## src/rtl/uart_rx_fifo.sv

```systemverilog
// Receive-side byte FIFO behind a UART receiver: first-word fall-through, sticky overflow flag,
// optional running checksum of accepted bytes (enabled by defining UART_RX_FIFO_CHECKSUM_EN).
module uart_rx_fifo #(
   parameter int depth = 16
) (
   input  logic                     clock,
   input  logic                     reset_n,
   input  logic                     tock_in_valid,
   input  logic [7:0]               tock_in_data,
   input  logic                     tock_out_ready,
   input  logic                     tock_clear,
   output logic                     get_out_valid_ret,
   output logic [7:0]               get_out_data_ret,
   output logic [$clog2(depth):0]   get_count_ret,
   output logic                     get_full_ret,
   output logic                     get_overflow_ret,
   output logic [31:0]              get_checksum_ret
);

   localparam int AW = $clog2(depth);
   localparam int CW = AW + 1;

   logic [7:0]    mem_q [depth];
   logic [AW-1:0] wr_ptr_q, wr_ptr_d;
   logic [AW-1:0] rd_ptr_q, rd_ptr_d;
   logic [CW-1:0] count_q, count_d;
   logic          overflow_q, overflow_d;
   logic          empty, full, push, pop;

   // A full FIFO still accepts a byte when the head leaves in the same cycle.
   always_comb begin
      empty      = (count_q == '0);
      full       = (count_q == CW'(depth));
      pop        = !empty && tock_out_ready;
      push       = tock_in_valid && (!full || pop);
      wr_ptr_d   = wr_ptr_q;
      rd_ptr_d   = rd_ptr_q;
      count_d    = count_q;
      overflow_d = overflow_q;
      if (push) wr_ptr_d = wr_ptr_q + 1'b1;
      if (pop)  rd_ptr_d = rd_ptr_q + 1'b1;
      if (push && !pop)      count_d = count_q + 1'b1;
      else if (pop && !push) count_d = count_q - 1'b1;
      if (tock_in_valid && !push) overflow_d = 1'b1;
      else if (tock_clear)        overflow_d = 1'b0;
   end

   always_ff @(posedge clock or negedge reset_n) begin
      if (!reset_n) begin
         wr_ptr_q   <= '0;
         rd_ptr_q   <= '0;
         count_q    <= '0;
         overflow_q <= 1'b0;
      end else begin
         wr_ptr_q   <= wr_ptr_d;
         rd_ptr_q   <= rd_ptr_d;
         count_q    <= count_d;
         overflow_q <= overflow_d;
      end
   end

   // Storage is deliberately not reset; the write is still held off while reset is asserted.
   always_ff @(posedge clock) begin
      if (push && reset_n) mem_q[wr_ptr_q] <= tock_in_data;
   end

`ifdef UART_RX_FIFO_CHECKSUM_EN
   logic [31:0] checksum_q, checksum_d;

   always_comb begin
      checksum_d = checksum_q;
      if (tock_clear)  checksum_d = push ? {24'h0, tock_in_data} : 32'h0;
      else if (push)   checksum_d = checksum_q + {24'h0, tock_in_data};
   end

   always_ff @(posedge clock or negedge reset_n) begin
      if (!reset_n) checksum_q <= '0;
      else          checksum_q <= checksum_d;
   end

   assign get_checksum_ret = checksum_q;
`else
   assign get_checksum_ret = 32'h0;
`endif

   // Head byte is masked to zero when empty so reset reads 0x00 without clearing storage.
   assign get_out_valid_ret = !empty;
   assign get_out_data_ret  = empty ? 8'h00 : mem_q[rd_ptr_q];
   assign get_count_ret     = count_q;
   assign get_full_ret      = full;
   assign get_overflow_ret  = overflow_q;

endmodule
```

## config.mk

```make
export PLATFORM = sky130hd
export DESIGN_NAME = uart_rx_fifo
export DESIGN_NICKNAME = d
export VERILOG_FILES = /design/src/rtl/uart_rx_fifo.sv
export SDC_FILE = /design/constraint.sdc
export NUM_CORES = 1
export LEC_CHECK = 0
export ABC_AREA = 1
export BUFFER_PORTS_ARGS = -buffer_cell sky130_fd_sc_hd__clkbuf_2
export CAP_MARGIN = 40
export CORE_AREA = 10 10 150 97
export DETAILED_ROUTE_END_ITERATION = 6
export DIE_AREA = 0 0 160 107
export PLACE_DENSITY = 0.72
export SLEW_MARGIN = 20
export SYNTH_ARGS = -nofsm -noshare
export SYNTH_HDL_FRONTEND = slang
export SYNTH_SLANG_ARGS = --single-unit
```

## constraint.sdc

```tcl
create_clock -name clock -period 3.6 [get_ports clock]
set_input_delay 0.36 -clock clock [delete_from_list [all_inputs] [get_ports clock]]
set_output_delay 0.36 -clock clock [all_outputs]
set_load 0.02 [all_outputs]
```

# == Word-level counts from Yosys, hierarchy flattened ==
# Memory sizes are Yosys's and may differ from the RTL's.
# Cells that the tools add are included.
# totals
ff_bits,14
inputBits,13
elab_cells,31
mem_bits_rw,128
output_inout_bits,48
n_memories,1
# classes
eq_ne,1
n_addsub,4
mux,7
reduce_logical,14
# mem_list
name,depth,width,rd,rd_clocked_by_memory_dff,write_ports,line_no,text
mem_q,16,8,1,0,1,23,logic [7:0] mem_q [depth];
# ops
op,n
$mux W5,2
$add A4 B1 Y4 const B,2
$mux W8,1
$logic_and A1 B1 Y1,6
$add A5 B1 Y5 const B,1
$eq A5 B5 Y1 const B,1
$logic_not A5 Y1,1
$sub A5 B1 Y5 const B,1
$logic_not A1 Y1,4
$mux W1,4
$reduce_bool A2 Y1,2
$logic_or A1 B1 Y1,1

# == Logic depth before layout (Yosys ltp) ==
# Gate-level depths: netlist (run 1).
# logic_depth
depth_word,9
mapped_depth,14
depth_no_buf,14

# == Least setup slack after synthesis (run 1) ==
# Ideal clock, no wire load.
# synth_path
kind,flip-flop to flip-flop
startpoint,"register count_q[0], in the netlist get_count_ret[0]"
endpoint,"register count_q[4], in the netlist get_count_ret[4]"
path_stages_with_launch,15
slack_ps,1223
required_ps,3534
arrival_ps,2311
path_buffers,0
path_cell_list,dfrtp_1 nor2_1 nand2_4 nor2_4 inv_2 nand2_4 ha_1 inv_1 fa_1 nand2_1 nand2_1 a21oi_1 xor2_1 nand2_1 nand2_1
# synth_between
elab_chain_cells,8
elab_cells_between_ends,16
classes_between,2 x add/sub; 1 x eq/ne; 2 x mux; 11 x reduce/logical
# synth_rtl
element,line_no,text
from (decl),26,"logic [CW-1:0] count_q, count_d;"
from (signal assigned),57,count_q <= count_d;
$logic_not A5 Y1 *,32,empty = (count_q == '0);
$logic_not A1 Y1 *,-,
named net get_out_valid_ret,12,"output logic get_out_valid_ret,"
$logic_and A1 B1 Y1 *,34,pop = !empty && tock_out_ready;
$logic_or A1 B1 Y1,35,push = tock_in_valid && (!full || pop);
$logic_and A1 B1 Y1,35,
$logic_not A1 Y1,43,else if (pop && !push) count_d = count_q - 1'b1;
$logic_and A1 B1 Y1,43,
$reduce_bool A2 Y1 (no line),-,
# Mark *: on every way through the listed nets, which the timed path passes. The rest lies on a longest branch. The select of a mux whose other input is x is not followed.
# A chain may end at the register's enable or synchronous reset.

# == Worst setup path after layout (run 1) ==
# layout_path
startpoint,register rd_ptr_q[0]
endpoint,output port get_out_data_ret[7]
# layout_between
elab_chain_cells,2
# layout_rtl
element,line_no,text
from (decl),25,"logic [AW-1:0] rd_ptr_q, rd_ptr_d;"
from (signal assigned),56,rd_ptr_q <= rd_ptr_d;
$mem_v2 Z16 W8,-,
$mux W8,88,assign get_out_data_ret = empty ? 8'h00 : mem_q[rd_ptr_q];
to (decl),13,"output logic [7:0] get_out_data_ret,"
# No other way between the ends.

==> results of run 1 <==
[cells in the final DEF (no fill, tap or decap)]
cell type	Yosys	routed
inv_2	1	2
clkbuf_1	3	1
dfrtp_1	14	13
a21oi_1	10	10
inv_1	13	12
o21ai_0	4	4
inv_6	0	1
conb_1	1	32
bufinv_16	0	2
buf_4	44	10
nor3_4	1	1
xor2_1	8	8
ha_1	9	9
clkinv_1	2	4
edfxtp_1	128	128
clkbuf_16	0	17
clkbuf_2	0	28
nor2_4	2	2
buf_16	0	1
clkinvlp_4	0	3
nand2_4	3	3
clkinv_2	0	5
fa_1	1	1
nand2_1	199	199
dfrtp_2	0	1
nor2_1	24	24
xnor2_1	1	1
dlygate4sd3_1	0	1
nand3_1	103	103
[synth_stat cells]
library cell / instances / share of area, %
buf_1: 1 / 0.059
nand2_4: 3 / 0.53
buf_2: 9 / 0.71
ha_1: 9 / 1.8
fa_1: 1 / 0.31
inv_1: 13 / 0.77
buf_8: 1 / 0.24
nor3_4: 1 / 0.26
buf_4: 44 / 5.2
xnor2_1: 1 / 0.14
nand2_1: 199 / 12
xor2_1: 8 / 1.1
nor2_1: 24 / 1.4
o21ai_0: 4 / 0.31
a21oi_1: 10 / 0.79
nand3_1: 103 / 8.1
clkinv_1: 2 / 0.12
dfrtp_1: 14 / 5.5
nor2_4: 2 / 0.35
conb_1: 1 / 0.059
inv_2: 1 / 0.059
edfxtp_1: 128 / 60
clkbuf_1: 3 / 0.18
[repair_timing]
action | in CTS | in global routing
resized for setup | 0 | 0
endpoints found under the hold margin | 14 | 0
hold buffers | 1 | 0
[final cells by class]
class	instances	area, um2	area share, %
flip-flops and latches	142	4200	59.1
multi-input cells	397	1830	25.7
clock buffers	18	429	6.05
repair buffers	40	253	3.56
well taps	165	206	2.91
clock inverters	13	124	1.75
inverters	16	60.1	0.847
[worst max path at each step]
| stage | to | cells after the start | start |
|---|---|---|---|
| finish | get_out_data_ret[7] | 9 | rd_ptr_q[0] |
| floorplan | get_count_ret[4] | 14 | get_count_ret[0] |
| global placement | get_out_data_ret[0] | 7 | rd_ptr_q[1] |
| detailed placement | get_count_ret[4] | 14 | get_count_ret[0] |
| CTS | get_out_data_ret[7] | 9 | rd_ptr_q[0] |
| global route | get_out_data_ret[3] | 9 | rd_ptr_q[0] |
[per-layer routing]
layer	share of wire [%]	up-vias
li1	-	1975
met3	9.7	23
met5	0	-
met4	1.8	0
met2	44	215
met1	44	2013
[report_power, final]
group / internal [uW] / switching, uW / total (uW)
registers: 1950 / 119 / 2070
clock network: 1000 / 642 / 1640
logic: 657 / 1560 / 2210
[registers in the layout (all words and copies together) (netlist names)]
register,flops
get_count_ret,5
get_overflow_ret,1
mem_q,128
rd_ptr_q,4
wr_ptr_q,4
[metrics by stage]
step / total power (uW) / setup WS (ns) / hold WS [ns] / util (%)
global placement: 4180 / 1.16 / 0.315 / 54.8
floorplan: 3660 / 1.22 / 0.0644 / -
CTS: 5920 / 0.724 / 0.129 / 60.0
finish: 5930 / 0.697 / 0.134 / 60.2
global route: 6240 / 0.559 / 0.134 / 60.2
detailed placement: 4270 / 1.05 / 0.320 / 55.2
[cell families (layout without fill, tap and decap cells)]
kind of cell | Yosys count | count (layout) | share of synthesized area [%]
and+or+nand+nor | 332 | 332 | 22.4
buffers and inverters | 74 | 87 | 7.31
AOI/OAI and AO/OA | 14 | 14 | 1.10
DFF | 142 | 142 | 65.8
adders and majority gates | 10 | 10 | 2.08
xor gates and xnor gates | 9 | 9 | 1.24
other | 1 | 32 | 0.0589
==> impl_metrics.toml, run 1 <==
[worst_setup_path]
r2r_start = "get_count_ret[0]"
worstPathCellList = "inv_2 > buf_4 > nand2_1 > nand3_1 > nand3_1 > nand2_1 > nand2_1 > a21oi_1 > clkbuf_2"
cp_top_family = "buffers and inverters"
path_common_cell = "nand2_1"
slowest_delay_ns = 0.55
reg2reg_slack_ns = 1.05
ff2ff_path_depth = 14
slowest_stage = "inv_2"
rr_endpoint = "get_count_ret[4]"
critPathKind = "register to primary output"
crit_fanout = 42
cp_num_buf_inv = 3
worstPathRequired_ns = 3.24
cp-end-kind = "primary output"
start_kind = "register"
critPathArrivalTime_ns = 2.54

[grt]
grt_remaining_overflow = 0
top_usage_layer = "met2"
antenna_found_initial = 0
use_met1_pct = 24.0
grt_pass1_vias = 4090
grt_usage_pct = 17.3
use_met3_pct = 4.43
grt_pass1_wl_um = 22700
grt_max_degree = 67
gr-usage-met2_pct = 25.7

[routing]
firstDrtPassIters = 5
drcViolationCount = 0
drtIter0Drc = 417
avgRoutedWirePerCell_um = 18.7
drtAntennaViolNets = 0
post_drt_via_cell_ratio = 5.34
routed_wl_um = 14800
vias = 4226

[cts]
clock_sinks = 142
cts.htree.levels = 4
path_clk_slew_ns = 0.06
insertion_delay_ns = 0.42
cts-root-buf = "clkbuf_16"
cts_tree = "built"
post_cts_buffers = 0
clockBufferDepth = 2
numCtsBuffers = 17

[status]
status = "finished clean"

[logic_synthesis]
ys_ff_latch = 142
yosysUniqueCellTypes = 23
synth.cell_area_mm2 = 0.00637
yosysSeqAreaShare_pct = 65.8
yosys_warnings = 0
syn_avg_cell_area_um2 = 10.9
syn_inst = 582

[sta]
fin_crit_sh_pct = 80.6
maxSlewViolCount = 0
rsz0062_at_grt = "false"
max_freq_mhz = 344
finalSetupViolCount = 0
finalSetupTns_ns = 0
hold_viol = 0
fin_crit_ns = 2.90
tightest_slew_ns = 0.863
max-slew-margin-rel_pct = 42.2
clock_skew_ns = 0.00583

[cells_and_area]
syn2layout_area_growth_pct = 11.4
final_nets = 637
num-fill-cells = 925
drive_above_1_share_pct = 12.1
design_area_mm2 = 0.00709
fin_cells = 791
diodes = 0

[placement]
place_area_mm2 = 0.00651
port_buffers = 28
place_congestion = 0.854
placedCellCount = 756
post-dp-hpwl_um = 9740

[die]
start_util_pct = 54.0
die_y_um = 107
ioPinCount = 61
placementRows = 31
coreArea_mm2 = 0.0118
die-area_mm2 = 0.0171
die_w_um = 160

[pwr]
vdd_drop_max_uv = 595
leakagePower_uw = 0.00279
p_per_area_mw_per_mm2 = 835

[worst_hold_path]
hp-class = "input port to register"
hold_path_end = "get_overflow_ret"
hold_start = "tock_clear"
hold_depth = 2

[job]
cap_violations = 0
Note: power is estimated with default switching activity, not from simulation.
==> inputs of run 2 (changes only) <==
--- a/config.mk
+++ b/config.mk
@@ -8,10 +8,10 @@
 export ABC_AREA = 1
 export BUFFER_PORTS_ARGS = -buffer_cell sky130_fd_sc_hd__clkbuf_2
 export CAP_MARGIN = 40
-export CORE_AREA = 10 10 150 97
+export CORE_AREA = 10 10 153 98
 export DETAILED_ROUTE_END_ITERATION = 6
-export DIE_AREA = 0 0 160 107
-export PLACE_DENSITY = 0.72
+export DIE_AREA = 0 0 163 108
+export PLACE_DENSITY = 0.73
 export SLEW_MARGIN = 20
 export SYNTH_ARGS = -nofsm -noshare
 export SYNTH_HDL_FRONTEND = slang
==> constraint.sdc (replaced) <==
create_clock -name clock -period 2.4 [get_ports clock]
set_input_delay 0.24 -clock clock [delete_from_list [all_inputs] [get_ports clock]]
set_output_delay 0.24 -clock clock [all_outputs]
set_load 0.02 [all_outputs]
==> run 2 against run 1 <==
Against the previous run: combinational power up 61%; sequential power up 49%; die area up 2.8%; count of clock-buffer cells in the layout unchanged; non-clock buffer count up 21; global-route usage down 0.42 points; sequential share of layout area down 2.0 points; design area up 3.5%; worst setup slack worse by 0.63 ns; flip-flop and latch count unchanged; clock skew about the same.
==> impl_metrics.toml, run 2 (same netlist as run 1, synthesis figures left out) <==
[cts]
path_clk_slew_ns = 0.06
insertion_delay_ns = 0.42
clock_sinks = 142
cts-root-buf = "clkbuf_16"
cts.htree.levels = 4
clockBufferDepth = 2
numCtsBuffers = 17
cts_tree = "built"

[routing]
post_drt_via_cell_ratio = 5.21
avgRoutedWirePerCell_um = 17.9
vias = 4264
routed_wl_um = 14600
drcViolationCount = 0
drtAntennaViolNets = 0
drtIter0Drc = 431
firstDrtPassIters = 7

[pwr]
p_per_area_mw_per_mm2 = 1250
p_int_uw = 5610
pwr-share-clk_pct = 27.7
vdd_drop_max_uv = 725
leakagePower_uw = 0.00292
pwr-share-comb_pct = 38.7
power.share.sequential_pct = 33.6
power.net_switching_uw = 3600
switching_share_pct = 39.1

[worst_setup_path]
path_common_cell = "nand2_1"
ff2ff_path_depth = 14
r2r_start = "get_count_ret[1]"
crit_fanout = 18
slowest_delay_ns = 0.46
reg2reg_slack_ns = 0.17
cp-end-kind = "primary output"
start_kind = "register"
critPathArrivalTime_ns = 2.09
cp_num_buf_inv = 3
critPathKind = "register to primary output"
worstPathCellList = "clkinvlp_4 > buf_12 > nand2_1 > nand3_1 > nand3_1 > nand2_1 > nand2_1 > a21oi_1 > clkbuf_2"
slowest_stage = "dfrtp_2"
rr_endpoint = "get_count_ret[4]"
cp_top_family = "buffers and inverters"
worstPathRequired_ns = 2.16

[sta]
maxSlewViolCount = 0
hold_viol = 0
max_freq_mhz = 429
fin_crit_ns = 2.33
finalSetupTns_ns = 0
finalSetupViolCount = 0
tightest_slew_ns = 0.552
clock_skew_ns = 0.00568
fin_crit_sh_pct = 97.1
max-slew-margin-rel_pct = 62.9

[cells_and_area]
final_nets = 658
diodes = 0
final_common_cell = "nand2_1"
top_register = "mem_q"
design_area_mm2 = 0.00734
syn2layout_area_growth_pct = 15.3
drive_above_1_share_pct = 16.2
final_cell_mix = "199 x nand2_1, 128 x edfxtp_1, 103 x nand3_1, 32 x conb_1, 27 x buf_4"
fin_cells = 818
largest_reg_flops = 128

[worst_hold_path]
hold_start = "tock_clear"
hp-class = "input port to register"
hold_depth = 2
hold_path_end = "get_overflow_ret"

[grt]
grt_usage_pct = 16.9
grt_remaining_overflow = 0
grt_pass1_wl_um = 22400
antenna_found_initial = 0
grt_pass1_vias = 4042
grt_max_degree = 38

[placement]
place_area_mm2 = 0.00665
placedCellCount = 780
port_buffers = 28
post-dp-hpwl_um = 9310
place_congestion = 0.914

[die]
coreArea_mm2 = 0.0124
placementRows = 32
die-area_mm2 = 0.0176
die_y_um = 108
start_util_pct = 51.3
ioPinCount = 61
die_w_um = 163

[status]
status = "finished clean"

[job]
cap_violations = 0
==> run 2: cell count changes in the layout (fill, tap and decap cells not counted), moves of 2 or more <==
cell / before / now
clkbuf_2: 28 / 25
clkinv_2: 5 / 2
buf_4: 10 / 27
clkinv_4: 0 / 3
buf_8: 0 / 2
nor2_1: 24 / 22
buf_12: 0 / 2
nor2_2: 0 / 2
a21oi_2: 0 / 2
a21oi_1: 10 / 8
buf_2: 0 / 2
==> run 2: final cells by class <==
class,count,area (um2)
inverter,16,63.8
clock inverter,14,144
multi-input combinational,397,1840
tap,170,213
clock buffer,18,429
timing repair buffer,61,454
sequential,142,4200
fill,981,5070
==> run 2: layer usage <==
metal | track usage [%] | part of all wire, %
met1 | 22.9 | 42
met2 | 25.6 | 46
met3 | 5.35 | 10
met4 | 5.45 | 1.5
met5 | 0 | 0
==> run 2: per-stage QoR <==
step | total power [uW] | worst slack (ns) | util, % | hold slack (ns)
global placement | 6370 | 0.145 | 53.6 | 0.191
floorplan | 5490 | 0.0234 | - | -0.0556
CTS | 9010 | 0.0124 | 58.3 | 0.0238
global route | 9730 | -0.00599 | 59.2 | 0.0303
detailed placement | 6460 | 0.0361 | 53.6 | 0.203
finish | 9210 | 0.0688 | 59.2 | 0.0319
==> run 2: repair_timing <==
action / 4_1_cts / 5_1_grt
gates resized for setup: 0 / 20
endpoints found under the setup margin: 0 / 9
hold buffers: 1 / 0
setup buffers: 0 / 4
hold endpoints to repair: 14 / 0
==> run 2: worst reg2reg max path, cell delays in order, from the launching register on <==
cell     delay [ns]
dfrtp_2        0.44
nor2_2         0.14
nand2_4        0.09
nor2_4         0.10
inv_2          0.07
nand2_4        0.08
ha_2           0.20
inv_2          0.07
fa_1           0.38
nand2_1        0.09
nand2_1        0.06
a21oi_1        0.16
xor2_1         0.17
nand2_1        0.07
nand2_1        0.07
==> run 2: how the worst max path moves through the flow <==
stage	startpoint	to	cells past startpoint
after global routing	rd_ptr_q[1]	get_out_data_ret[1]	9
after detailed placement	get_count_ret[1]	get_count_ret[4]	13
final	rd_ptr_q[0]	get_out_data_ret[5]	9
after CTS	get_count_ret[1]	get_count_ret[4]	13
after global placement	get_count_ret[1]	get_count_ret[4]	13
after floorplan	get_count_ret[0]	get_count_ret[4]	14
==> run 2: power by group through the flow <==
stage | combinational (uW) | clock (uW) | sequential, uW
2_1_floorplan | 2350 | 0 | 3140
3_3_place_gp | 3270 | 0 | 3110
3_5_place_dp | 3340 | 0 | 3120
4_1_cts | 3360 | 2570 | 3070
5_1_grt | 3900 | 2710 | 3120
6_report | 3560 | 2550 | 3090
==> inputs of run 3 (changes only) <==
--- a/config.mk
+++ b/config.mk
@@ -12,6 +12,7 @@
 export DETAILED_ROUTE_END_ITERATION = 6
 export DIE_AREA = 0 0 163 108
 export PLACE_DENSITY = 0.73
+export SETUP_SLACK_MARGIN = 0.3
 export SLEW_MARGIN = 20
 export SYNTH_ARGS = -nofsm -noshare
 export SYNTH_HDL_FRONTEND = slang
==> run 3 against run 2 <==
Against the previous run: sequential share of layout area is 6.3 points lower; sequential power about the same; die area unchanged; design area grew 12%; clock power down 7%; final cell count increased by 3.4%; core utilization up 7.4 points; global-route usage rose by 1.8 points.
==> impl_metrics.toml, run 3 (same netlist as run 1, synthesis figures left out) <==
[routing]
drtIter0Drc = 618
maxUsedRoutingLayer = "met4"
vias = 4720
drtAntennaViolNets = 0
wl_met1_um = 7150
avgRoutedWirePerCell_um = 21.3
wl_met3_um = 2360
met2_length_um = 8220
firstDrtPassIters = 5
drcViolationCount = 0
routed_wl_um = 18000
post_drt_via_cell_ratio = 5.58

[worst_setup_path]
slowest_stage = "dfrtp_2"
critPathArrivalTime_ns = 2.13
crit_path_start = "rd_ptr_q[0]"
crit_fanout = 7
slowest_delay_ns = 0.44
worstPathRequired_ns = 2.16
r2r_start = "get_count_ret[2]"
worstPathCellList = "inv_4 > buf_12 > clkbuf_16 > nand2_1 > nand3_2 > nand3_1 > nand2_1 > nand2_1 > a21oi_2 > clkbuf_8"
critPathKind = "register to primary output"
path_common_cell = "nand2_1"
cp-end-kind = "primary output"
start_kind = "register"

[pwr]
p_per_area_mw_per_mm2 = 1330
leakagePower_uw = 0.00329
vdd_drop_max_uv = 718

[worst_hold_path]
hold_start = "tock_clear"
hp-class = "input port to register"

[sta]
fin_crit_ns = 2.37
fin_crit_sh_pct = 98.7
finalSetupTns_ns = 0
rsz0062_at_grt = "true"
finalSetupViolCount = 0
maxSlewViolCount = 0
max_freq_mhz = 422
hold_viol = 0
clock_skew_ns = 0.00663

[cells_and_area]
final_cell_mix = "176 x nand2_1, 128 x edfxtp_1, 56 x nand3_2, 45 x nand3_1, 43 x buf_4"
final_nets = 687
drive_above_1_share_pct = 34.0
num-fill-cells = 840
syn2layout_area_growth_pct = 29.6
diodes = 0
top_register = "mem_q"
final_common_cell = "nand2_1"
post-route-util_pct = 66.5
largest_reg_flops = 128

[cts]
cts.htree.levels = 4
cts_tree = "built"
clockBufferDepth = 2
clock_sinks = 142
path_clk_slew_ns = 0.06
insertion_delay_ns = 0.42
cts-root-buf = "clkbuf_16"
numCtsBuffers = 17

[die]
die_w_um = 163
coreArea_mm2 = 0.0124
die-area_mm2 = 0.0176
ioPinCount = 61
die_y_um = 108
placementRows = 32
start_util_pct = 51.3

[placement]
place_congestion = 0.936
post-dp-hpwl_um = 10100
port_buffers = 28

[grt]
grt_usage_pct = 18.7
antenna_found_initial = 0
grt_max_degree = 33
grt_pass1_wl_um = 24800
grt_pass1_vias = 4310
grt_remaining_overflow = 0

[status]
status = "finished clean"

[job]
cap_violations = 0
## run 3: worst paths after layout
path,slack (ns),end,cells past startpoint
max,0.03,get_out_data_ret[4],10
min,0.03,get_overflow_ret,2
max reg2reg,0.18,get_count_ret[4],14
min reg2reg,0.54,get_overflow_ret,2
max in group asynchronous,1.77,get_count_ret[3],2
min in group asynchronous,0.30,get_count_ret[0],2
## run 3: repair_timing
item / CTS / global route
gates cloned: 5 / 5
setup endpoints to repair: 9 / 9
setup buffers: 12 / 14
hold endpoints to repair: 14 / 0
gates resized for setup: 52 / 87
pin swaps: 10 / 40
hold buffers: 1 / 0
## run 3: layer usage
metal  vias up  GRT usage, %
li1       2089             -
met1      2312          25.7
met2       291          26.9
met3        28          7.29
met4         0          6.22
met5         -             0
## run 3: layout make-up
cell class              instances  area [um2]  area share [%]
clock inverters                14         104            1.26
repair buffers                 90         943            11.4
flip-flops and latches        142        4200            50.9
well taps                     170         213            2.58
clock buffers                  17         425            5.15
inverters                      16        71.3           0.864
multi-input cells             397        2300            27.8
## run 3: critical path: cells and delay by family, from the launching register on
kind	cells	cell delay, ns
buf+inv	4	0.63
flops	1	0.44
simple gates	5	0.41
compound gates	1	0.24
## run 3: report_power, final
| part | internal [uW] | leakage [uW] | total (uW) | switching [uW] |
|---|---|---|---|---|
| clock | 1390 | 0.000259 | 2360 | 968 |
| sequential | 2930 | 0.00132 | 3120 | 193 |
| combinational | 2270 | 0.00172 | 5520 | 3260 |
## run 3: per-stage QoR
step	cells	setup slack (ns)	power, uW	hold slack (ns)	area [um2]
5_1_grt	846	0.0147	11500	0.0350	8260
3_3_place_gp	778	0.342	6430	0.189	6680
6_report	846	0.0311	11000	0.0305	8260
2_1_floorplan	613	0.251	5550	-0.0556	6530
3_5_place_dp	778	0.281	6520	0.196	6680
4_1_cts	827	0.165	9900	0.0195	7660
